`src/rtl/ex_mem_wb_forwarding_pkg.sv`:
```
// Shared constants for the EX/MEM/WB back end: operand-forward select codes
// and the hard-wired zero register index.
package ex_mem_wb_forwarding_pkg;

  localparam logic [1:0] FWD_RF     = 2'b00;
  localparam logic [1:0] FWD_MEM_WB = 2'b01;
  localparam logic [1:0] FWD_EX_MEM = 2'b10;

  localparam logic [4:0] REG_X0 = 5'd0;

  localparam int unsigned REG_W = 5;

endpackage

```
`src/rtl/ex_mem_wb_forwarding_forward_sel.sv`:
```
// Per-operand forwarding select; the younger EX/MEM writer wins over MEM/WB,
// and x0 is never forwarded.
module forward_sel
  import ex_mem_wb_forwarding_pkg::*;
(
  input  logic [REG_W-1:0] src_i,
  input  logic [REG_W-1:0] ex_mem_rd_i,
  input  logic             ex_mem_regwrite_i,
  input  logic [REG_W-1:0] mem_wb_rd_i,
  input  logic             mem_wb_regwrite_i,
  output logic [1:0]       fwd_o
);

  logic ex_mem_hit;
  logic mem_wb_hit;

  assign ex_mem_hit = ex_mem_regwrite_i && (ex_mem_rd_i != REG_X0) && (ex_mem_rd_i == src_i);
  assign mem_wb_hit = mem_wb_regwrite_i && (mem_wb_rd_i != REG_X0) && (mem_wb_rd_i == src_i);

  always_comb begin
    fwd_o = FWD_RF;
    if (ex_mem_hit) begin
      fwd_o = FWD_EX_MEM;
    end else if (mem_wb_hit) begin
      fwd_o = FWD_MEM_WB;
    end
  end

endmodule

```
`src/rtl/ex_mem_wb_forwarding.sv`:
```
// EX/MEM and MEM/WB pipeline registers plus everything execute consumes from
// downstream: forward selects, load-use stall, branch flush/redirect, counters.
module ex_mem_wb_forwarding
  import ex_mem_wb_forwarding_pkg::*;
#(
  parameter int unsigned XLEN = 32
) (
  input  logic             clk,
  input  logic             rst_n,
  input  logic [XLEN-1:0]  ex_alu_result,
  input  logic [XLEN-1:0]  ex_rs2_data,
  input  logic [4:0]       ex_rd,
  input  logic             ex_regwrite,
  input  logic             ex_memread,
  input  logic             ex_memwrite,
  input  logic             ex_memtoreg,
  input  logic             ex_branch_taken,
  input  logic [XLEN-1:0]  ex_branch_target,
  input  logic [4:0]       id_ex_rs1,
  input  logic [4:0]       id_ex_rs2,
  input  logic [4:0]       if_id_rs1,
  input  logic [4:0]       if_id_rs2,
  input  logic             if_id_use_rs1,
  input  logic             if_id_use_rs2,
  input  logic [4:0]       id_ex_rd,
  input  logic             id_ex_memread,
  input  logic [XLEN-1:0]  dmem_rdata,
  output logic [1:0]       forwardA,
  output logic [1:0]       forwardB,
  output logic [XLEN-1:0]  ex_mem_alu_result,
  output logic [XLEN-1:0]  dmem_addr,
  output logic [XLEN-1:0]  dmem_wdata,
  output logic             dmem_we,
  output logic             dmem_re,
  output logic [XLEN-1:0]  wb_data,
  output logic [4:0]       wb_rd,
  output logic             wb_regwrite,
  output logic             stall,
  output logic             flush_if_id,
  output logic             flush_id_ex,
  output logic             redirect_valid,
  output logic [XLEN-1:0]  redirect_pc,
  output logic [31:0]      stall_count,
  output logic [31:0]      flush_count
);

  function automatic logic [31:0] sat_inc(input logic [31:0] v);
    return (v == 32'hFFFF_FFFF) ? v : v + 32'd1;
  endfunction

  // EX -> EX/MEM
  logic [XLEN-1:0] exm_alu_q, exm_rs2_q;
  logic [4:0]      exm_rd_q;
  logic            exm_regwrite_q, exm_memread_q, exm_memwrite_q, exm_memtoreg_q;

  always_ff @(posedge clk or negedge rst_n) begin
    if (!rst_n) begin
      exm_alu_q      <= '0;
      exm_rs2_q      <= '0;
      exm_rd_q       <= '0;
      exm_regwrite_q <= 1'b0;
      exm_memread_q  <= 1'b0;
      exm_memwrite_q <= 1'b0;
      exm_memtoreg_q <= 1'b0;
    end else begin
      exm_alu_q      <= ex_alu_result;
      exm_rs2_q      <= ex_rs2_data;
      exm_rd_q       <= ex_rd;
      exm_regwrite_q <= ex_regwrite;
      exm_memread_q  <= ex_memread;
      exm_memwrite_q <= ex_memwrite;
      exm_memtoreg_q <= ex_memtoreg;
    end
  end

  // EX/MEM -> MEM/WB
  logic [XLEN-1:0] mwb_alu_q, mwb_rdata_q;
  logic [4:0]      mwb_rd_q;
  logic            mwb_regwrite_q, mwb_memtoreg_q;

  always_ff @(posedge clk or negedge rst_n) begin
    if (!rst_n) begin
      mwb_alu_q      <= '0;
      mwb_rdata_q    <= '0;
      mwb_rd_q       <= '0;
      mwb_regwrite_q <= 1'b0;
      mwb_memtoreg_q <= 1'b0;
    end else begin
      mwb_alu_q      <= exm_alu_q;
      mwb_rdata_q    <= dmem_rdata;
      mwb_rd_q       <= exm_rd_q;
      mwb_regwrite_q <= exm_regwrite_q;
      mwb_memtoreg_q <= exm_memtoreg_q;
    end
  end

  assign ex_mem_alu_result = exm_alu_q;
  assign dmem_addr         = exm_alu_q;
  assign dmem_wdata        = exm_rs2_q;
  assign dmem_we           = exm_memwrite_q;
  assign dmem_re           = exm_memread_q;
  assign wb_data           = mwb_memtoreg_q ? mwb_rdata_q : mwb_alu_q;
  assign wb_rd             = mwb_rd_q;
  assign wb_regwrite       = mwb_regwrite_q;

  forward_sel u_fwd_a (
    .src_i             (id_ex_rs1),
    .ex_mem_rd_i       (exm_rd_q),
    .ex_mem_regwrite_i (exm_regwrite_q),
    .mem_wb_rd_i       (mwb_rd_q),
    .mem_wb_regwrite_i (mwb_regwrite_q),
    .fwd_o             (forwardA)
  );

  forward_sel u_fwd_b (
    .src_i             (id_ex_rs2),
    .ex_mem_rd_i       (exm_rd_q),
    .ex_mem_regwrite_i (exm_regwrite_q),
    .mem_wb_rd_i       (mwb_rd_q),
    .mem_wb_regwrite_i (mwb_regwrite_q),
    .fwd_o             (forwardB)
  );

  // Hazard and redirect controls; held low while reset is asserted.
  logic hz;
  logic br;

  assign hz = id_ex_memread && (id_ex_rd != REG_X0) &&
              ((if_id_use_rs1 && (if_id_rs1 == id_ex_rd)) ||
               (if_id_use_rs2 && (if_id_rs2 == id_ex_rd)));
  assign br = rst_n && ex_branch_taken;

  assign stall          = rst_n && hz && !ex_branch_taken;
  assign flush_id_ex    = rst_n && (hz || ex_branch_taken);
  assign flush_if_id    = br;
  assign redirect_valid = br;
  assign redirect_pc    = br ? ex_branch_target : '0;

  // Performance counters
  logic [31:0] stall_cnt_q, stall_cnt_d;
  logic [31:0] flush_cnt_q, flush_cnt_d;

  always_comb begin
    stall_cnt_d = stall_cnt_q;
    flush_cnt_d = flush_cnt_q;
    if (stall)          stall_cnt_d = sat_inc(stall_cnt_q);
    if (redirect_valid) flush_cnt_d = sat_inc(flush_cnt_q);
  end

  always_ff @(posedge clk or negedge rst_n) begin
    if (!rst_n) begin
      stall_cnt_q <= '0;
      flush_cnt_q <= '0;
    end else begin
      stall_cnt_q <= stall_cnt_d;
      flush_cnt_q <= flush_cnt_d;
    end
  end

  assign stall_count = stall_cnt_q;
  assign flush_count = flush_cnt_q;

endmodule

```
`config.mk`:
```
export PLATFORM = sky130hd
export DESIGN_NAME = ex_mem_wb_forwarding
export DESIGN_NICKNAME = d
export VERILOG_FILES = /design/src/rtl/ex_mem_wb_forwarding_pkg.sv /design/src/rtl/ex_mem_wb_forwarding_forward_sel.sv /design/src/rtl/ex_mem_wb_forwarding.sv
export SDC_FILE = /design/constraint.sdc
export NUM_CORES = 1
export LEC_CHECK = 0
export ABC_AREA = 1
export CAP_MARGIN = 5
export CORE_AREA = 2 2 158 160
export CTS_CLUSTER_SIZE = 40
export DETAILED_ROUTE_END_ITERATION = 6
export DIE_AREA = 0 0 160 162
export GPL_TIMING_DRIVEN = 0
export PLACE_DENSITY_LB_ADDON = 0.3
export SYNTH_ARGS = -nofsm -noshare
export SYNTH_HDL_FRONTEND = slang
export SYNTH_SLANG_ARGS = --single-unit
export TNS_END_PERCENT = 100
```
`constraint.sdc`:
```
create_clock -name clk -period 4.8 [get_ports clk]
set_clock_uncertainty 0.1 [all_clocks]
set_input_delay 0.96 -clock clk [delete_from_list [all_inputs] [get_ports clk]]
set_output_delay 0.96 -clock clk [all_outputs]
set_load 0.01 [all_outputs]
```
## Yosys cells after proc, flatten, opt, wreduce, memory -nomap -nowiden

Cells that the tools add are included.

- Register bits: 208
- Bits in latches: 0
- RAM bits: 0
- Bits in read-only memories: 0
- Bits of input ports: 168
- Output and inout port bits: 240
- Logic and storage cells: 54
- Memories kept: 0

- $add $sub $neg: 2
- Multipliers: 0
- Div/mod/pow operators: 0
- Magnitude comparators: 0
- Equal/unequal tests: 8
- Shift-type cells: 0
- Mux-type cells: 6
- Bitwise operators: 2
- Reduce and logical (&&, ||, !) cells: 22

Operator list:

| operator | count |
|---|---|
| $add A32 B1 Y32 const B | 2 |
| $eq A32 B32 Y1 const B | 2 |
| $mux W32 | 2 |
| $eq A5 B5 Y1 | 6 |
| $reduce_bool A5 Y1 | 3 |
| $logic_and A1 B1 Y1 | 14 |
| $mux W2 | 2 |
| $reduce_and A2 Y1 | 2 |
| $logic_or A1 B1 Y1 | 2 |
| $mux W1 | 2 |
| $not A1 Y1 | 2 |
| $logic_not A1 Y1 | 1 |

## Longest topological paths before layout

Gate-level depths: netlist (run 1).

- Word-level depth: 7
- Depth in mapped cells: 11
- Mapped depth without buffers: 11

## Cells and area by module

A second synthesis (run 1) with hierarchy kept.

- Cell total of the unflattened synthesis: 1069
- Area total of the unflattened synthesis: 9312.7 sq um

By module, submodules not included:

| module | times used | cells each | area an instance (sq um) | seq. area each (sq um) |
|---|---|---|---|---|
| ex_mem_wb_forwarding | 1 | 965 | 8867.3 | 5205.0 |
| forward_sel | 2 | 52 | 222.7 | 0.0 |

## Worst setup path after synthesis (run 1)

OpenSTA, ideal clock, no wires.

- Path type: in2out
- From: input port id_ex_rs1[3]
- To: output port forwardA[1]
- Data arrival time: 1.587 ns
- Required time: 3.740 ns
- Slack: 2.153 ns
- Stages: 3
- Path buffers: 1
- Path through: xor2_1 -> nor4_1 -> buf_4

- Word-level cells in the longest chain between the ends: 3

RTL lines:

| element | line | RTL |
|---|---|---|
| from (decl) | ex_mem_wb_forwarding.sv:19 | `input logic [4:0] id_ex_rs1,` |
| $eq A5 B5 Y1 | ex_mem_wb_forwarding_forward_sel.sv:17 | `assign ex_mem_hit = ex_mem_regwrite_i && (ex_mem_rd_i != REG_X0) && (ex_mem_rd_i == src_i);` |
| $logic_and A1 B1 Y1 | ex_mem_wb_forwarding_forward_sel.sv:17 |  |
| net u_fwd_a.ex_mem_hit | ex_mem_wb_forwarding_forward_sel.sv:14 | `logic ex_mem_hit;` |
| $mux W2 | ex_mem_wb_forwarding_forward_sel.sv:22 | `if (ex_mem_hit) begin` |
| to (decl) | ex_mem_wb_forwarding.sv:28 | `output logic [1:0] forwardA,` |

The timed path passes the listed nets, and every way through them passes these cells.

## Worst setup path after layout (run 1)

- From: input port rst_n
- To: output port redirect_pc[13]

- Word-level cells in the longest chain between the ends: 2

RTL lines:

| element | line | RTL |
|---|---|---|
| from (decl) | ex_mem_wb_forwarding.sv:9 | `input logic rst_n,` |
| $logic_and A1 B1 Y1 | ex_mem_wb_forwarding.sv:131 | `assign br = rst_n && ex_branch_taken;` |
| $mux W32 | ex_mem_wb_forwarding.sv:137 | `assign redirect_pc = br ? ex_branch_target : '0;` |
| to (decl) | ex_mem_wb_forwarding.sv:42 | `output logic [XLEN-1:0] redirect_pc,` |

No other way between the ends.

==> results by group, run 1 <==
Status
  – Status: complete, no violations

Route
  – Post-route ant nets: 0
  – DRT Wirelength: 29500 um
  – Vias per cell: 4.60
  – Vias: 8177
  – DRC Markers: 0
  – Avg WL per Cell: 16.6 um
  – Pre-antenna DRT Iters: 5
  – Iter 0 DRT Violations: 527

Logic synthesis
  – Post-synth cell types: 31
  – Synth Flop Type: dfrtp_1
  – Synth area leader: dfrtp_1
  – Synth warnings: 0
  – Syn_area_per_cell: 9.20 um^2
  – Async S/R FF share, synth: 1.00
  – Mapped cell area: 0.00925 mm^2
  – Yosys reg bits: 208
  – Area share of the largest cell type after synthesis: 0.562
  – Syn nets: 1176
  – Number of flops mapped to enable cells by yosys: 0
  – Dominant cells by area after synthesis: dfrtp_1, nand2_1, nor2_1
  – Seq/Total Area, Yosys: 0.562
  – Syn Inst Count: 1006

Worst hold path
  – HP Class: reg -> reg
  – Hold path start: exm_memtoreg_q
  – Hold EP: mwb_memtoreg_q
  – Worst Hold Depth: 0

STA
  – Fin crit period: 4020 ps
  – Fmax: 249 MHz
  – Setup violators final: 0
  – Fin crit share: 0.838
  – Worst slew pin tran: 754 ps
  – Max-Slew Margin vs Limit: 0.497
  – Fin. Hold Viols: 0
  – RSZ-0062 raised after global routing: no
  – Slew Viols, Final: 0
  – Final Hold Slack: 252 ps

Power
  – Total Power: 4.48 mW
  – Leak Pwr: 6.51 nW
  – Max IR drop VDD: 0.273 mV
  – Pwr/cell area: 308 mW/mm^2

Flow run
  – Max_cap viols: 0

Clock network
  – Worst skew pair latency: 520 ps
  – H-tree depth: 1
  – Clock Tree Root: clkbuf_16
  – CTS Buffer Depth: 3
  – Post_cts resized: 0
  – Cts bufs inserted: 23
  – TritonCTS clock tree: done
  – CTS Sinks: 208
  – Post-CTS Setup Inserts: 0
  – CTS Hold Bufs: 0
  – Clock slew at reported path FFs: 60 ps

GRT
  – Largest net degree at the start of global routing: 116
  – Grt total ovfl: 0
  – Vias in the first global route: 8260
  – First-pass GRT wire length: 45800 um
  – Initial antenna violation count: 1
  – Total GRT Usage: 0.226

Worst setup path
  – Worst EP arrival: 2960 ps
  – Critical Path Source Type: primary input
  – Crit path max fanout: 96
  – R2R Path End: flush_count[18]
  – WS Path Type: in -> out
  – Worst R2R Setup Slack: 2690 ps
  – R2R cell count: 10
  – CP Data Required Time: 3740 ps
  – RR Startpoint: flush_count[1]
  – Critical path endpoint category: primary output

Placed design
  – PortBufs: 407
  – Detail Placement HPWL: 23000 um
  – Routability cong.: 0.937

Floorplanning
  – Die ar.: 0.0259 mm^2
  – Chip height: 162 um
  – Initial core utilization: 0.384
  – FP Rows: 57
  – I/O pin total: 408
  – Core area: 0.0241 mm^2
  – Die width: 160 um

Layout
  – Synthesis-to-layout area growth: 57.5%
  – Commonest non-fill, non-tap cells in the layout: clkdlybuf4s50_1, nand2_1, dfrtp_1
  – Layout cell share with drive strength beyond 1: 0.107
  – Nets: 1609
  – Commonest non-fill, non-tap cell in the layout: clkdlybuf4s50_1
  – Fillers: 2062
  – N_diodes: 0
power by group:
group | total (mW) | leakage, nW | internal (mW) | switching, mW
Sequential | 1.91 | 2.56 | 1.84 | 0.0701
Clock | 1.87 | 0.392 | 1.15 | 0.726
Combinational | 0.694 | 3.56 | 0.398 | 0.296
logic make-up (layout without fill, tap and decap cells):
family                     after synthesis  count (layout)  share of synthesized area
and+or+nand+nor                        551             551                      0.252
DFF                                    208             208                      0.562
buffers and inverters                  142             591                     0.0809
xor gates and xnor gates                54              54                     0.0511
muxes                                   32              32                     0.0389
AOI/OAI and AO/OA                       17              17                     0.0123
adders and majority gates                2               2                    0.00270
worst max-delay path, stage by stage:
cell,delay [ps]
buf_8,520
nand2_1,330
clkbuf_1,320
nor2_1,190
clkdlybuf4s50_1,560
Yosys cell counts, types with 13 or more instances:
library cell	instances
xnor2_1	19
nand3_1	17
mux2_2	32
nor2_1	124
nand3b_1	18
dfrtp_1	208
nand4_1	13
nand2_1	341
buf_4	37
nor3_1	16
inv_1	79
xor2_1	35
layer usage:
metal | GRT usage | vias to the layer above | routed length, um
li1 | - | 3936 | -
met3 | 0.0569 | 53 | 2440
met5 | 0 | - | 13
met4 | 0.0684 | 2 | 846
met1 | 0.279 | 3830 | 11900
met2 | 0.391 | 356 | 14400
area by class of cell:
class / count / area (um^2) / area share
flip-flops and latches: 208 / 5200 / 0.357
clock inverters: 11 / 175 / 0.0120
well taps: 324 / 405 / 0.0278
repair buffers: 408 / 4110 / 0.282
plain buffers: 55 / 419 / 0.0288
multi-input cells: 656 / 3300 / 0.226
inverters: 87 / 329 / 0.0226
clock buffers: 30 / 632 / 0.0434
state kept, by name (all words and copies together), names as in the netlist, 5 cells and up:
register,flops
stall_count,32
dmem_addr,32
mwb_alu_q,32
mwb_rdata_q,32
wb_rd,5
flush_count,32
exm_rd_q,5
dmem_wdata,32
metrics by stage:
| stage | util | cells | setup WS, ps | instance area [um^2] | setup TNS (ps) |
|---|---|---|---|---|---|
| after floorplan | - | 1006 | 2150 | 9250 | 0 |
| after global placement | 0.570 | 1737 | -7700 | 13700 | -1942320 |
| after detailed placement | 0.571 | 1738 | 748 | 13800 | 0 |
| after CTS | 0.605 | 1779 | 745 | 14600 | 0 |
| after global routing | 0.605 | 1779 | 597 | 14600 | 0 |
| final | 0.605 | 1779 | 779 | 14600 | 0 |
worst max path at each step:
stage / from / to / slack, ps / depth (start not counted)
after global placement: rst_n / redirect_valid / -7700 / 5
after CTS: rst_n / redirect_pc[13] / 750 / 5
after global routing: rst_n / redirect_pc[19] / 600 / 5
final: rst_n / redirect_pc[13] / 780 / 5
after floorplan: id_ex_rs1[3] / forwardA[1] / 2150 / 3
after detailed placement: rst_n / redirect_pc[13] / 750 / 5
(Power assumes the default switching activity.)
==> inputs of run 2 (changes only) <==
--- a/config.mk
+++ b/config.mk
@@ -7,10 +7,10 @@
 export LEC_CHECK = 0
 export ABC_AREA = 1
 export CAP_MARGIN = 5
-export CORE_AREA = 2 2 158 160
+export CORE_ASPECT_RATIO = 0.6
+export CORE_UTILIZATION = 42
 export CTS_CLUSTER_SIZE = 40
 export DETAILED_ROUTE_END_ITERATION = 6
-export DIE_AREA = 0 0 160 162
 export GPL_TIMING_DRIVEN = 0
 export PLACE_DENSITY_LB_ADDON = 0.3
 export SYNTH_ARGS = -nofsm -noshare
==> constraint.sdc (replaced) <==
create_clock -name clk -period 4 [get_ports clk]
set_clock_uncertainty 0.1 [all_clocks]
set_input_delay 0.8 -clock clk [delete_from_list [all_inputs] [get_ports clk]]
set_output_delay 0.8 -clock clk [all_outputs]
set_load 0.01 [all_outputs]
==> run 2 against run 1 <==
Net effect: register-to-register slack lost 730 ps; via count grew 1.4%; clock power grew 8%; wire length grew 3.1%; critical path type unchanged; largest cell class unchanged.
==> results by group, run 2 (synthesis results as in run 1) <==
Floorplanning
  – I/O pin total: 408 (unchanged)
  – Chip height: 117 um (-28%)
  – Die ar.: 0.0226 mm^2 (-13%)
  – Die width: 194 um (+21%)
  – FP Rows: 41 (-28%)
  – Core area: 0.0213 mm^2 (-12%)
  – Initial core utilization: 0.435 (+0.0508)

Worst setup path
  – R2R Path End: flush_count[18]
  – CP dominant cell by count: buf_16
  – Worst EP arrival: 2830 ps (-130 ps)
  – WS Path Type: in -> out
  – Worst path cell trace: buf_12 > buf_16 > buf_16 > nand2_1 > clkbuf_1 > nor2_1 > clkdlybuf4s50_1
  – Worst R2R Setup Slack: 1960 ps (-730 ps)
  – R2R cell count: 10 (unchanged)
  – Slowest cell on crit path: clkdlybuf4s50_1
  – CP Data Required Time: 3100 ps (-640 ps)
  – Critical Path Source Type: primary input
  – RR Startpoint: flush_count[1]
  – CP peak stage delay: 580 ps (+20 ps)
  – Crit path max fanout: 56 (-42%)
  – Critical path endpoint category: primary output

GRT
  – First-pass GRT wire length: 45300 um (-1.1%)
  – Vias in the first global route: 7642 (-7.5%)
  – Total GRT Usage: 0.263 (+0.0375)
  – Largest net degree at the start of global routing: 56 (-52%)
  – Grt total ovfl: 0 (unchanged)
  – Initial antenna violation count: 0 (-1)

STA
  – Setup TNS: 0 ps (unchanged)
  – Setup violators final: 0 (unchanged)
  – RSZ-0062 raised after global routing: no
  – Max-Slew Margin vs Limit: 0.627 (+0.130)
  – Fmax: 268 MHz
  – Fin. Hold Viols: 0 (unchanged)
  – Final Hold Slack: 68.9 ps (-183 ps)
  – Fin crit share: 0.932
  – Slew Viols, Final: 0 (unchanged)
  – Worst slew pin tran: 554 ps (-200 ps)
  – Fin crit period: 3730 ps
  – Final worst slack: 273 ps (-507 ps)

Layout
  – Commonest non-fill, non-tap cells in the layout: clkdlybuf4s50_1, nand2_1, dfrtp_1
  – Fillers: 1650 (-20%)
  – Commonest non-fill, non-tap cell in the layout: clkdlybuf4s50_1
  – Nets: 1610 (+0.062%)
  – Synthesis-to-layout area growth: 57.2%
  – Layout cell share with drive strength beyond 1: 0.108 (+0.000836)

Clock network
  – H-tree depth: 1 (unchanged)
  – CTS Hold Bufs: 0 (unchanged)
  – Clock slew at reported path FFs: 60 ps (about the same)
  – TritonCTS clock tree: done
  – Cts bufs inserted: 20 (-13%)
  – CTS Sinks: 208 (unchanged)
  – Clock Tree Root: clkbuf_16
  – CTS Buffer Depth: 3 (unchanged)
  – Post-CTS Setup Inserts: 0 (unchanged)
  – Worst skew pair latency: 500 ps (-20 ps)

Power
  – Pwr/cell area: 355 mW/mm^2 (+15%)
  – Max IR drop VDD: 0.262 mV (-3.9%)
  – Total Power: 5.16 mW (+15%)
  – Leak Pwr: 6.54 nW (+0.41%)

Route
  – Vias: 8291 (+1.4%)
  – Pre-antenna DRT Iters: 5 (unchanged)
  – Iter 0 DRT Violations: 598 (+13%)
  – Avg WL per Cell: 17.6 um (+5.9%)
  – DRT Wirelength: 30500 um (+3.1%)
  – Vias per cell: 4.78 (+4.1%)
  – DRC Markers: 0 (unchanged)
  – Post-route ant nets: 0 (unchanged)

Status
  – Status: complete, no violations

Placed design
  – Pre-CTS WS: -273 ps (-1020 ps)
  – Detail Placement HPWL: 23700 um (+3.2%)
  – Routability cong.: 0.907 (-3.2%)
  – PortBufs: 407 (unchanged)

Flow run
  – Max_cap viols: 0 (unchanged)

Worst hold path
  – HP Class: in -> async
-- run 2: cell types whose count changed in the layout (fill, tap and decap cells not counted), moves of 2 or more --
cell        before  now
bufbuf_16        0    2
clkbuf_1         8    5
clkbuf_16       23   21
clkbuf_8         3    5
clkinvlp_4       2    0
-- run 2: per-layer routing --
layer  track usage  share of wire
met1         0.376           0.45
met2         0.408           0.45
met3        0.0619          0.083
met4        0.0629          0.023
met5             0              0
-- run 2: where the power goes --
group          total, mW  switching, mW  leakage, nW  internal (mW)
Combinational      0.850          0.359         3.63          0.492
Clock               2.02          0.807        0.350           1.21
Sequential          2.30         0.0855         2.56           2.21
Total               5.16           1.25         6.54           3.91
-- run 2: stage by stage --
stage | util | cells | area (um^2)
floorplan | - | 1006 | 9250
global placement | 0.642 | 1692 | 13700
detailed placement | 0.645 | 1694 | 13700
CTS | 0.682 | 1731 | 14500
global route | 0.683 | 1732 | 14500
finish | 0.683 | 1733 | 14500
-- run 2: layout make-up --
type | count | area, um^2 | area share
diodes | 1 | 2.50 | 0.000172
plain buffers | 55 | 420 | 0.0289
clock buffers | 27 | 577 | 0.0397
clock inverters | 8 | 130 | 0.00895
inverters | 87 | 329 | 0.0226
multi-input cells | 656 | 3300 | 0.227
flip-flops and latches | 208 | 5200 | 0.358
well taps | 279 | 349 | 0.0240
repair buffers | 412 | 4230 | 0.291
-- run 2: what timing repair did --
action,in CTS,in global routing
gates cloned,2,1
endpoints found under the hold margin,0,0
resized for setup,0,3
setup endpoints to repair,32,22
-- run 2: how the worst max path moves through the flow --
stage | startpoint | to | cells past startpoint
floorplan | id_ex_rs1[3] | forwardA[1] | 3
global placement | rst_n | redirect_valid | 5
detailed placement | rst_n | redirect_pc[15] | 7
CTS | rst_n | redirect_pc[15] | 7
global route | rst_n | redirect_pc[20] | 7
finish | rst_n | redirect_pc[20] | 7
-- run 2: critical path, delay by kind of cell --
kind                   cells  cell delay, ps
buffers and inverters      5            1540
and+or+nand+nor            2             440
